[src/rtl/vram_wrctrl_pkg.sv]
// Shared definitions for the VRAM write-burst master: FSM encoding and AXI constants.
package vram_wrctrl_pkg;

  typedef enum logic [1:0] {
    IDLE = 2'd0,
    ADDR = 2'd1,
    DATA = 2'd2,
    RESP = 2'd3
  } state_t;

  localparam int         BURST_BYTES    = 64;
  localparam logic [2:0] AXI_SIZE_64    = 3'b011;
  localparam logic [1:0] AXI_BURST_INCR = 2'b01;
  localparam logic [1:0] AXI_RESP_OKAY  = 2'b00;

endpackage

[src/rtl/vram_wrctrl.sv]
// AXI write-burst master streaming producer pixel words into VRAM as fixed
// 8-beat INCR bursts from a 64-byte aligned base, one burst outstanding at a time.
module vram_wrctrl
  import vram_wrctrl_pkg::*;
#(
  parameter int C_M_AXI_ADDR_WIDTH = 32,
  parameter int C_M_AXI_DATA_WIDTH = 64,
  parameter int BURST_LEN          = 8,
  parameter int NBURST_WIDTH       = 16
) (
  input  logic                              ACLK,
  input  logic                              ARESETN,
  input  logic                              START,
  input  logic [C_M_AXI_ADDR_WIDTH-1:0]     BASEADDR,
  input  logic [NBURST_WIDTH-1:0]           NBURST,
  input  logic [C_M_AXI_DATA_WIDTH-1:0]     PIX_DATA,
  input  logic                              PIX_VALID,
  output logic                              PIX_READY,
  output logic [C_M_AXI_ADDR_WIDTH-1:0]     M_AXI_AWADDR,
  output logic [7:0]                        M_AXI_AWLEN,
  output logic [2:0]                        M_AXI_AWSIZE,
  output logic [1:0]                        M_AXI_AWBURST,
  output logic                              M_AXI_AWVALID,
  input  logic                              M_AXI_AWREADY,
  output logic [C_M_AXI_DATA_WIDTH-1:0]     M_AXI_WDATA,
  output logic [C_M_AXI_DATA_WIDTH/8-1:0]   M_AXI_WSTRB,
  output logic                              M_AXI_WLAST,
  output logic                              M_AXI_WVALID,
  input  logic                              M_AXI_WREADY,
  input  logic [1:0]                        M_AXI_BRESP,
  input  logic                              M_AXI_BVALID,
  output logic                              M_AXI_BREADY,
  output logic                              BUSY,
  output logic                              DONE,
  output logic                              ERR
);

  localparam logic [7:0] BEAT_LAST = 8'(BURST_LEN - 1);

  state_t                          state;
  state_t                          next_state;
  logic [C_M_AXI_ADDR_WIDTH-1:0]   awaddr_q;
  logic [NBURST_WIDTH-1:0]         remaining_q;
  logic [7:0]                      beat_q;
  logic                            busy_q;
  logic                            done_q;
  logic                            err_q;

  logic w_fire;
  logic last_beat;
  logic last_burst;

  assign w_fire     = (state == DATA) && PIX_VALID && M_AXI_WREADY;
  assign last_beat  = (beat_q == BEAT_LAST);
  assign last_burst = (remaining_q == NBURST_WIDTH'(1));

  assign M_AXI_AWADDR  = awaddr_q;
  assign M_AXI_AWLEN   = BEAT_LAST;
  assign M_AXI_AWSIZE  = AXI_SIZE_64;
  assign M_AXI_AWBURST = AXI_BURST_INCR;
  assign M_AXI_WSTRB   = '1;
  assign M_AXI_WDATA   = (state == DATA) ? PIX_DATA : '0;
  assign BUSY          = busy_q;
  assign DONE          = done_q;
  assign ERR           = err_q;

  always_ff @(posedge ACLK) begin
    if (!ARESETN) state <= IDLE;
    else          state <= next_state;
  end

  // Producer handshake is passed straight through to the W channel while in DATA.
  always_comb begin
    next_state    = state;
    M_AXI_AWVALID = 1'b0;
    M_AXI_WVALID  = 1'b0;
    M_AXI_WLAST   = 1'b0;
    M_AXI_BREADY  = 1'b0;
    PIX_READY     = 1'b0;
    case (state)
      IDLE: begin
        if (START && (NBURST != '0)) next_state = ADDR;
      end
      ADDR: begin
        M_AXI_AWVALID = 1'b1;
        if (M_AXI_AWREADY) next_state = DATA;
      end
      DATA: begin
        M_AXI_WVALID = PIX_VALID;
        PIX_READY    = M_AXI_WREADY;
        M_AXI_WLAST  = last_beat;
        if (w_fire && last_beat) next_state = RESP;
      end
      RESP: begin
        M_AXI_BREADY = 1'b1;
        if (M_AXI_BVALID) next_state = last_burst ? IDLE : ADDR;
      end
      default: next_state = IDLE;
    endcase
  end

  always_ff @(posedge ACLK) begin
    if (!ARESETN) begin
      awaddr_q    <= '0;
      remaining_q <= '0;
      beat_q      <= '0;
      busy_q      <= 1'b0;
      done_q      <= 1'b0;
      err_q       <= 1'b0;
    end else begin
      done_q <= 1'b0;
      case (state)
        IDLE: begin
          if (START) begin
            if (NBURST != '0) begin
              awaddr_q    <= {BASEADDR[C_M_AXI_ADDR_WIDTH-1:6], 6'b0};
              remaining_q <= NBURST;
              beat_q      <= '0;
              err_q       <= 1'b0;
              busy_q      <= 1'b1;
            end else begin
              done_q <= 1'b1;
            end
          end
        end
        DATA: begin
          if (w_fire) beat_q <= last_beat ? 8'd0 : beat_q + 8'd1;
        end
        RESP: begin
          // Address advances modulo 2^32; aligned bursts never straddle a 4 KB page.
          if (M_AXI_BVALID) begin
            if (M_AXI_BRESP != AXI_RESP_OKAY) err_q <= 1'b1;
            remaining_q <= remaining_q - NBURST_WIDTH'(1);
            awaddr_q    <= awaddr_q + C_M_AXI_ADDR_WIDTH'(BURST_BYTES);
            if (last_burst) begin
              busy_q <= 1'b0;
              done_q <= 1'b1;
            end
          end
        end
        default: ;
      endcase
    end
  end

endmodule
[config.mk]
export PLATFORM = sky130hd
export DESIGN_NAME = vram_wrctrl
export DESIGN_NICKNAME = d
export VERILOG_FILES = /design/src/rtl/vram_wrctrl_pkg.sv /design/src/rtl/vram_wrctrl.sv
export SDC_FILE = /design/constraint.sdc
export NUM_CORES = 1
export LEC_CHECK = 0
export CORE_MARGIN = 2
export CORE_UTILIZATION = 29
export DETAILED_ROUTE_END_ITERATION = 6
export GPL_ROUTABILITY_DRIVEN = 1
export PLACE_DENSITY = 0.76
export RECOVER_POWER = 100
export SETUP_SLACK_MARGIN = 0.3
export SLEW_MARGIN = 20
export SYNTH_ARGS = -nofsm -noshare
export SYNTH_HDL_FRONTEND = slang
export SYNTH_SLANG_ARGS = --single-unit
[constraint.sdc]
create_clock -name ACLK -period 2.5 [get_ports ACLK]
set_input_delay 0.375 -clock ACLK [delete_from_list [all_inputs] [get_ports ACLK]]
set_output_delay 0.375 -clock ACLK [all_outputs]
set_load 0.1 [all_outputs]
==> results.md, run 1 <==
- The largest net degree at the start of global routing is 51.
- The count of routing violations after the opening detailed-route iteration is 591.
- The final layout contains routed wiring with a total length of 18.1 mm.
- The power density of the placed cells is 1370 nW/um2.
- The worst setup path is of the register to register kind.
- The worst hold path depth is 2.
- Total power for the finished layout comes to 10.4 mW.
- Compared with the post-synthesis result, the final layout area differs by 83.6%.
- The die area is 15300 um2.
- At the worst endpoint, the required time is 2.69 ns.
- The largest driver fanout on the critical path is 5.
- The number of flops mapped to enable cells by yosys is 0.
- The wire-length estimate of the detail-placed layout is 12.6 mm.
- The clock network latency to the later pin of the worst-skew pair is 0.29 ns.
- The routed layout has 5271 vias.
- Once layout is complete, the utilization of the core stands at 0.548.
- The number of global-route vias before repair is 4653.
- The worst setup timing slack at the placement stage is -0.230 ns.
- The critical path goes through inv_4 -> ha_1 -> buf_4 -> nor4b_2 -> nand3_2 -> buf_4 -> o2111ai_2 -> a2111oi_2 -> a211oi_1.
- In the final layout, the share of cells above drive strength 1 is 0.258.
- The reported max-cap violation count is 0.
- The die span in y is 124 um.
- Measured in cells, the most critical reg-to-reg path has a length of 9.
- The post-placement cell area is 7280 um2.
- For met2 alone, demand over resource in global routing was 0.352.
- Leaving out filler cells and counting taps, the final layout contains 987.
- In the global route stage, met1 resource usage came out at 0.298.
- IR analysis of the VDD net gives a maximum drop of 715 uV.
- The number of vias per cell is 5.34.
- For this run, global-route usage on met3 was measured as 0.0472.
- The number of antenna violations at the first check in global routing was 2.
- The total non-filler cell area in the finished layout is 7630 um2.
- CTS built an H-tree with a depth of 2.
- The analysis attributes to cell leakage a power of 2.85 nW.
- On the worst path, the slowest cell contributes a delay of 0.37 ns.
- The root buffer cell is sky130_fd_sc_hd__clkbuf_16.
- The first-pass GRT wire length is 25.6 mm.
- Setup repair after global routing could not meet its margin everywhere.
- The flip-flop and latch count after synthesis is 55.
- The floorplan step defined a core boundary enclosing 13900 um2.
- For this configuration, the core starts out at a cell density of 0.298.
- The worst register-to-register path begins at state[1]$_SDFFE_PN0P_.
- The first TritonRoute pass finished after 7 iterations.
- The final weighted congestion of routability-driven global placement is 0.895.
- In this run the mean area of a mapped cell was 7.40 um2.
- Row generation in the floorplan step produced 43 rows.
- The end of the worst register-to-register path is state[0]$_SDFFE_PN0P_.
- Adding up every negative setup slack in the final design gives 0 ns.
- The number of primary I/O pins is 246.
- The most used flip-flop cell after synthesis is sky130_fd_sc_hd__dfxtp_1.
- Across the routed clock network, the largest skew measured is 0.00601 ns.
- The critical path capture point type is a register.
- The number of clock sinks is 55.
- The most numerous cell on the critical path is sky130_fd_sc_hd__buf_4.
- Static timing analysis puts the maximum clock frequency at 424 MHz.
- The count of yosys warnings during synthesis is 0.
- The tightest hold path in the finished design has a slack of 0.451 ns.
- The TritonCTS clock tree is done.
- The global-route total usage across every layer is 0.216.
- The total standard cell area after synthesis is 4160 um2.
- The clock buffer count from CTS is 5.
- The post-synthesis cell count is 562.
- In this run the remaining antenna-violating nets after routing total 0.
- The global-route layer with the greatest usage is met2.
- The final number of max-transition violations is 0.
- The die outline width is 124 um.
- Of the synthesized area, sequential elements account for 0.265.
- The kind of start point of the critical path is a register.
- The final setup violation count is 0.
- The reg2reg setup slack is 0.14 ns.
- The slowest library cell on the worst path is sky130_fd_sc_hd__dfxtp_4.
- In the final routed layout, each cell accounts on average for 18.3 um.
- The startpoint of the most critical hold path is ERR$_SDFFE_PN0P_.
- The flow ran to the end, and the final reports show no timing, DRC or antenna violations.
- Headroom to the max-slew limit came out at 0.160.
- The path with the worst hold slack has its endpoint at ERR$_SDFFE_PN0P_.
- The type of the tightest min-delay check is register to register.
- Port buffering added 212 buffers.
- After detailed routing, the number of remaining DRC violations is 0.
- In the finished design, the share of the clock period the worst path needs comes to 0.944.
- The transition time at the pin with the least slew margin is 1.27 ns.
- Counting distinct cell types in the post-synthesis netlist gives 66.
- The maximum clock insertion buffer count is 2.
- The clock transition at the registers of the reported paths is 0.07 ns.
- The worst path needs 2.36 ns of the cycle, external delays included.
- The final worst-path setup slack is 0.139 ns.
- After global routing the overflow that remains totals 0.
- The cell total after placement is 949.
- For this run, asynchronously set or reset flops after synthesis account for 0.
- The total number of nets in the final design is 935.
- Data arrives at the worst endpoint at 2.55 ns.
- The number of hold-slack violations in the final timing report was 0.
==> metal layers <==
metal	wire, um	vias to the layer above	part of all wire
met3	1680	28	0.093
met2	8630	304	0.48
met5	13	-	0.00072
li1	-	2492	-
met1	7520	2445	0.42
met4	219	2	0.012
==> worst max path at each step <==
stage                               start                             to  slack (ns)  depth (start not counted)
floorplan           state[0]$_SDFFE_PN0P_                    M_AXI_WLAST        0.08                          5
global route        state[1]$_SDFFE_PN0P_          state[0]$_SDFFE_PN0P_        0.02                          9
global placement             M_AXI_BVALID  M_AXI_AWADDR[30]$_SDFFE_PN0P_       -0.15                          6
CTS                 state[1]$_SDFFE_PN0P_    remaining_q[4]$_SDFFE_PN0P_        0.26                          9
finish              state[1]$_SDFFE_PN0P_          state[0]$_SDFFE_PN0P_        0.14                          9
detailed placement           M_AXI_BVALID  M_AXI_AWADDR[30]$_SDFFE_PN0P_       -0.23                          6
==> registers in the layout (all words and copies together), names as in the netlist <==
register	flops
DONE	1
ERR	1
remaining_q	16
beat_q	8
state	2
BUSY	1
M_AXI_AWADDR	26
==> cell usage after synthesis (all sizes together), types with 5 or more instances <==
| cell | n | area, um2 |
|---|---|---|
| inv | 17 | 63.8 |
| mux2i | 5 | 50.1 |
| or3 | 11 | 68.8 |
| ha | 9 | 113 |
| or4 | 8 | 60.1 |
| nand2 | 54 | 203 |
| and2 | 69 | 432 |
| nor3 | 13 | 76.3 |
| and3 | 6 | 37.5 |
| o31ai | 8 | 60.1 |
| clkbuf | 28 | 105 |
| o21ai | 25 | 129 |
| nand3 | 22 | 110 |
| buf | 35 | 240 |
| a21oi | 28 | 144 |
| o211ai | 5 | 42.5 |
| nand4b | 7 | 61.3 |
| nor2b | 8 | 50.1 |
| a211oi | 10 | 80.1 |
| nand4 | 9 | 62.6 |
| a31oi | 16 | 100 |
| dfxtp | 55 | 1100 |
| nor4 | 14 | 87.6 |
| nor2 | 35 | 131 |
==> power by group <==
| part | internal (mW) | total, mW | leakage (nW) | switching [mW] |
|---|---|---|---|---|
| registers | 1.27 | 1.72 | 0.465 | 0.449 |
| clock network | 0.367 | 0.704 | 0.0659 | 0.337 |
| logic | 2.56 | 8.00 | 2.32 | 5.44 |
| total | 4.20 | 10.4 | 2.85 | 6.23 |
==> layout by cell type, fill, tap and decap left out, types with 5 or more instances in the layout <==
cell	Yosys	routed
sky130_fd_sc_hd__clkdlybuf4s50_1	0	114
sky130_fd_sc_hd__buf_12	0	66
sky130_fd_sc_hd__nand2_1	54	53
sky130_fd_sc_hd__buf_4	27	41
sky130_fd_sc_hd__and2_0	1	38
sky130_fd_sc_hd__nor2_1	35	35
sky130_fd_sc_hd__dfxtp_1	55	34
sky130_fd_sc_hd__clkbuf_1	28	34
sky130_fd_sc_hd__a21oi_1	27	27
sky130_fd_sc_hd__conb_1	2	27
sky130_fd_sc_hd__o21ai_0	24	23
sky130_fd_sc_hd__and2_2	0	21
sky130_fd_sc_hd__nand3_1	22	21
sky130_fd_sc_hd__dfxtp_4	0	19
sky130_fd_sc_hd__a31oi_1	16	15
sky130_fd_sc_hd__inv_1	17	14
sky130_fd_sc_hd__nor3_1	12	12
sky130_fd_sc_hd__or3_1	11	11
sky130_fd_sc_hd__and2_1	68	10
sky130_fd_sc_hd__nor4_1	14	10
sky130_fd_sc_hd__a211oi_1	9	9
sky130_fd_sc_hd__buf_6	0	9
sky130_fd_sc_hd__nand4_1	8	8
sky130_fd_sc_hd__or4_1	8	7
sky130_fd_sc_hd__nor2b_1	8	7
sky130_fd_sc_hd__nand4b_1	7	7
sky130_fd_sc_hd__o31ai_1	8	7
sky130_fd_sc_hd__ha_1	9	7
sky130_fd_sc_hd__clkbuf_4	0	7
sky130_fd_sc_hd__clkbuf_16	0	6
sky130_fd_sc_hd__mux2i_1	5	5
sky130_fd_sc_hd__and3_1	6	5
==> layout make-up <==
| type | instances | area [um2] |
|---|---|---|
| inverters | 17 | 70.1 |
| clock buffers | 6 | 129 |
| flip-flops and latches | 55 | 1170 |
| well taps | 180 | 225 |
| clock inverters | 2 | 7.51 |
| fillers | 1260 | 6300 |
| repair buffers | 273 | 3080 |
| multi-input cells | 453 | 2940 |
| diodes | 1 | 2.50 |
==> cells by family after synthesis <==
group                      after synthesis  share of synthesized area
buffers and inverters                   80                     0.0984
xor gates and xnor gates                 4                    0.00843
and+or+nand+nor                        267                      0.354
muxes                                    7                     0.0175
other                                    2                    0.00181
adders and majority gates                9                     0.0271
DFF                                     55                      0.265
AOI/OAI and AO/OA                      138                      0.228
==> worst max-delay path: cells and delay by family, from the launching register on <==
kind	cells	cell delay, ns
buffers and inverters	3	0.41
AOI/OAI and AO/OA	3	0.69
and+or+nand+nor	2	0.57
adders and majority gates	1	0.22
DFF	1	0.37
==> timing repair <==
action | 4_1_cts | 5_1_grt
endpoints found under the setup margin | 93 | 108
buffers inserted | 16 | 11
hold buffers | 0 | 0
resized for setup | 24 | 26
pin swaps | 8 | 20
cloned | 1 | 1
Note: power is estimated with default switching activity, not from simulation.
==> inputs of run 2 (changes only) <==
--- a/config.mk
+++ b/config.mk
@@ -5,13 +5,12 @@
 export SDC_FILE = /design/constraint.sdc
 export NUM_CORES = 1
 export LEC_CHECK = 0
-export CORE_MARGIN = 2
+export CORE_MARGIN = 5
 export CORE_UTILIZATION = 29
 export DETAILED_ROUTE_END_ITERATION = 6
 export GPL_ROUTABILITY_DRIVEN = 1
 export PLACE_DENSITY = 0.76
 export RECOVER_POWER = 100
-export SETUP_SLACK_MARGIN = 0.3
 export SLEW_MARGIN = 20
 export SYNTH_ARGS = -nofsm -noshare
 export SYNTH_HDL_FRONTEND = slang
==> results.md, run 2 (synthesis results as in run 1) <==
- The number of primary I/O pins is 246 (unchanged).
- The critical path capture point type is a register.
- The switching share of power is 0.611 (+0.0141).
- The die span in y came to 130 um (+4.8%).
- The clock tree skew after final layout is 0.00597 ns (-0.0000329 ns).
- The sequential share of power was 0.169 (+0.004).
- The library cells used most frequently in the layout, excluding fill and tap cells, are sky130_fd_sc_hd__clkdlybuf4s50_1 (114), sky130_fd_sc_hd__buf_12 (65), sky130_fd_sc_hd__and2_0 (62).
- The clock power share is 0.073 (+0.005).
- The placeable core area is 14000 um2 (+0.39%).
- The slowest library cell on the worst path is sky130_fd_sc_hd__or4b_2.
- The number of remaining DRC errors is 0 (unchanged).
- The largest net degree at the start of global routing was 43 (-16%).
- The cell total after placement is 946 (-0.32%).
- Traced cell by cell, the critical path runs through inv_1 -> ha_1 -> nor4b_1 -> buf_4 -> nand3_1 -> o211ai_2 -> buf_4 -> or4b_2 -> a31oi_1.
- The initial standard-cell utilization of the core was 0.297 (-0.00115).
- The first-pass GRT wire length was 25.2 mm (-1.9%).
- The clock transition at the registers of the reported paths is 0.08 ns (about the same).
- The final setup violation count is 0 (unchanged).
- The maximum clock insertion buffer count is 2 (unchanged).
- The remaining global-route overflow is 0 (unchanged).
- The number of iterations in the first detailed-routing pass is 5 (-2).
- The number of flip-flops in the largest register was 26 (unchanged).
- The final cell count without fillers came to 959 (-2.8%).
- The count of routing violations after the opening detailed-route iteration is 383 (-35%).
- The TritonCTS clock tree is done.
- The number of vias per cell is 5.23 (-2.0%).
- The final antenna-violating net count is 0 (unchanged).
- The reported max-cap violation count is 0 (unchanged).
- The worst hold margin was 0.458 ns (+0.00761 ns).
- The clock period minus worst slack was 2.40 ns (+0.0339 ns).
- The number of clock sinks is 55 (unchanged).
- The die outline width was 130 um (+4.8%).
- The power share of the combinational group is 0.758 (-0.010).
- The fmax is 418 MHz (-1.4%).
- The clock network latency to the later pin of the worst-skew pair is 0.29 ns (about the same).
- The path class of the tightest hold or removal check is register to register.
- The die area came to 16800 um2 (+9.9%).
- The longest individual stage delay on the worst path is 0.64 ns (+0.27 ns).
- Setup repair after global routing left no endpoint under its margin.
- The power density of the placed cells was 1350 nW/um2 (-1.5%).
- The number of I/O port buffers is 212 (unchanged).
- The type of the setup path with the least slack is register to register.
- The wire length after detailed routing came to 17.2 mm (-4.6%).
- The leakage power summed over all cells is 2.66 nW (-6.6%).
- The worst relative slew slack is 0.140 (-0.0195).
- The root buffer cell is sky130_fd_sc_hd__clkbuf_16.
- The H-tree depth is 2 (unchanged).
- The routed length per instance is 18.0 um (-1.8%).
- The internal power component is 3.76 mW (-10%).
- The net switching power of the design is 5.92 mW (-5.0%).
- The most numerous cell on the critical path is sky130_fd_sc_hd__buf_4.
- Relative to the synthesized area, the layout overhead comes to 73.0%.
- The data required time of the worst path is 2.72 ns (+0.03 ns).
- The part of the cycle the worst path needs is 0.958 (+0.0136).
- The number of global-route vias before repair came to 4604 (-1.1%).
- The total number of nets in the final design is 905 (-3.2%).
- The run finished with clean final reports.
- The HPWL after detailed placement came to 13.9 mm (+11%).
- The transition time at the pin with the least slew margin is 1.30 ns (+0.0294 ns).
- The library cell used most frequently in the layout, excluding fill and tap cells, is sky130_fd_sc_hd__clkdlybuf4s50_1.
- The number of hold-slack violations in the final timing report came to 0 (unchanged).
- The aggregate negative setup slack came to 0 ns (unchanged).
- The layout filler cell count came to 1331 (+5.6%).
- The peak supply drop is 1220 uV (+71%).
- The clock buffer count from CTS is 5 (unchanged).
- The largest driver fanout on the critical path is 8 (+3).
- The final weighted congestion of routability-driven global placement is 0.881 (-1.6%).
- The global-route total usage across every layer is 0.188 (-0.0276).
- The final number of max-transition violations is 0 (unchanged).
- The total non-filler cell area in the finished layout is 7190 um2 (-5.8%).
- The floorplan row count is 43 (unchanged).
- The number of antenna violations at the first check in global routing is 3 (+1).
- The total via count after detailed routing was 5017 (-4.8%).
- The post-placement cell area is 7160 um2 (-1.6%).
- The fraction of layout cells with a size suffix above 1 is 0.182 (-0.0764).
- The count of hold-fix buffers inserted at cts was 0 (unchanged).
- The arrival time reported for the critical path endpoint is 2.62 ns (+0.07 ns).
- The kind of start point of the critical path is a register.
run 2: cell types whose count changed in the layout (fill, tap and decap cells not counted), sizes merged:
| cell | delta |
|---|---|
| a21oi | -1 |
| buf | -24 |
| clkbuf | -6 |
| clkinv | -1 |
| diode | +2 |
| dlymetal6s2s | +1 |
| inv | +1 |
run 2: critical path: cells and delay by family, from the launching register on:
kind / cells / cell delay, ns
flip-flops: 1 / 0.40
buffers and inverters: 3 / 0.43
adder cells (fa/ha/maj): 1 / 0.27
AND/OR/NAND/NOR: 3 / 0.95
AO/OA/AOI/OAI: 2 / 0.28
run 2: stage by stage:
stage                      util  power, mW  setup slack [ns]
after global placement    0.512       9.02            0.0918
after detailed placement  0.512       9.08            0.0490
after CTS                 0.522       9.80            0.0778
final                     0.514       9.68             0.105
after floorplan               -       6.69            0.0547
after global routing      0.514       10.1            0.0150
run 2: path summary, 6_finish.rpt:
check                                 to  slack (ns)  cells past startpoint             startpoint
max          remaining_q[4]$_SDFFE_PN0P_        0.10                      9  state[0]$_SDFFE_PN0P_
min                     ERR$_SDFFE_PN0P_        0.46                      2       ERR$_SDFFE_PN0P_
min reg2reg             ERR$_SDFFE_PN0P_        0.46                      2       ERR$_SDFFE_PN0P_
max reg2reg  remaining_q[4]$_SDFFE_PN0P_        0.10                      9  state[0]$_SDFFE_PN0P_
run 2: final cells by class:
cell class	count	area [um2]	area share
antenna	3	7.51	0.00104
clock buffer	6	129	0.0179
clock inverter	2	12.5	0.00174
inverter	17	63.8	0.00887
multi-input combinational	452	2790	0.387
sequential	55	1120	0.156
tap	180	225	0.0313
timing repair buffer	244	2840	0.395
run 2: power by group through the flow:
stage	Combinational [mW]	Sequential (mW)	Clock, mW
6_report	7.33	1.64	0.711
3_5_place_dp	7.43	1.65	0
2_1_floorplan	3.84	2.85	0
4_1_cts	7.45	1.63	0.718
3_3_place_gp	7.39	1.63	0
5_1_grt	7.69	1.70	0.749
run 2: repair_timing:
| action | CTS | global route |
|---|---|---|
| setup buffers | 0 | 1 |
| endpoints found under the setup margin | 0 | 3 |
| resized for setup | 0 | 2 |
| endpoints found under the hold margin | 0 | 0 |
run 2: per-layer routing:
layer	global-route usage	up-vias	part of all wire
li1	-	2414	-
met1	0.220	2339	0.38
met2	0.346	250	0.51
met3	0.0430	14	0.091
met4	0.0471	0	0.013
met5	0	-	0
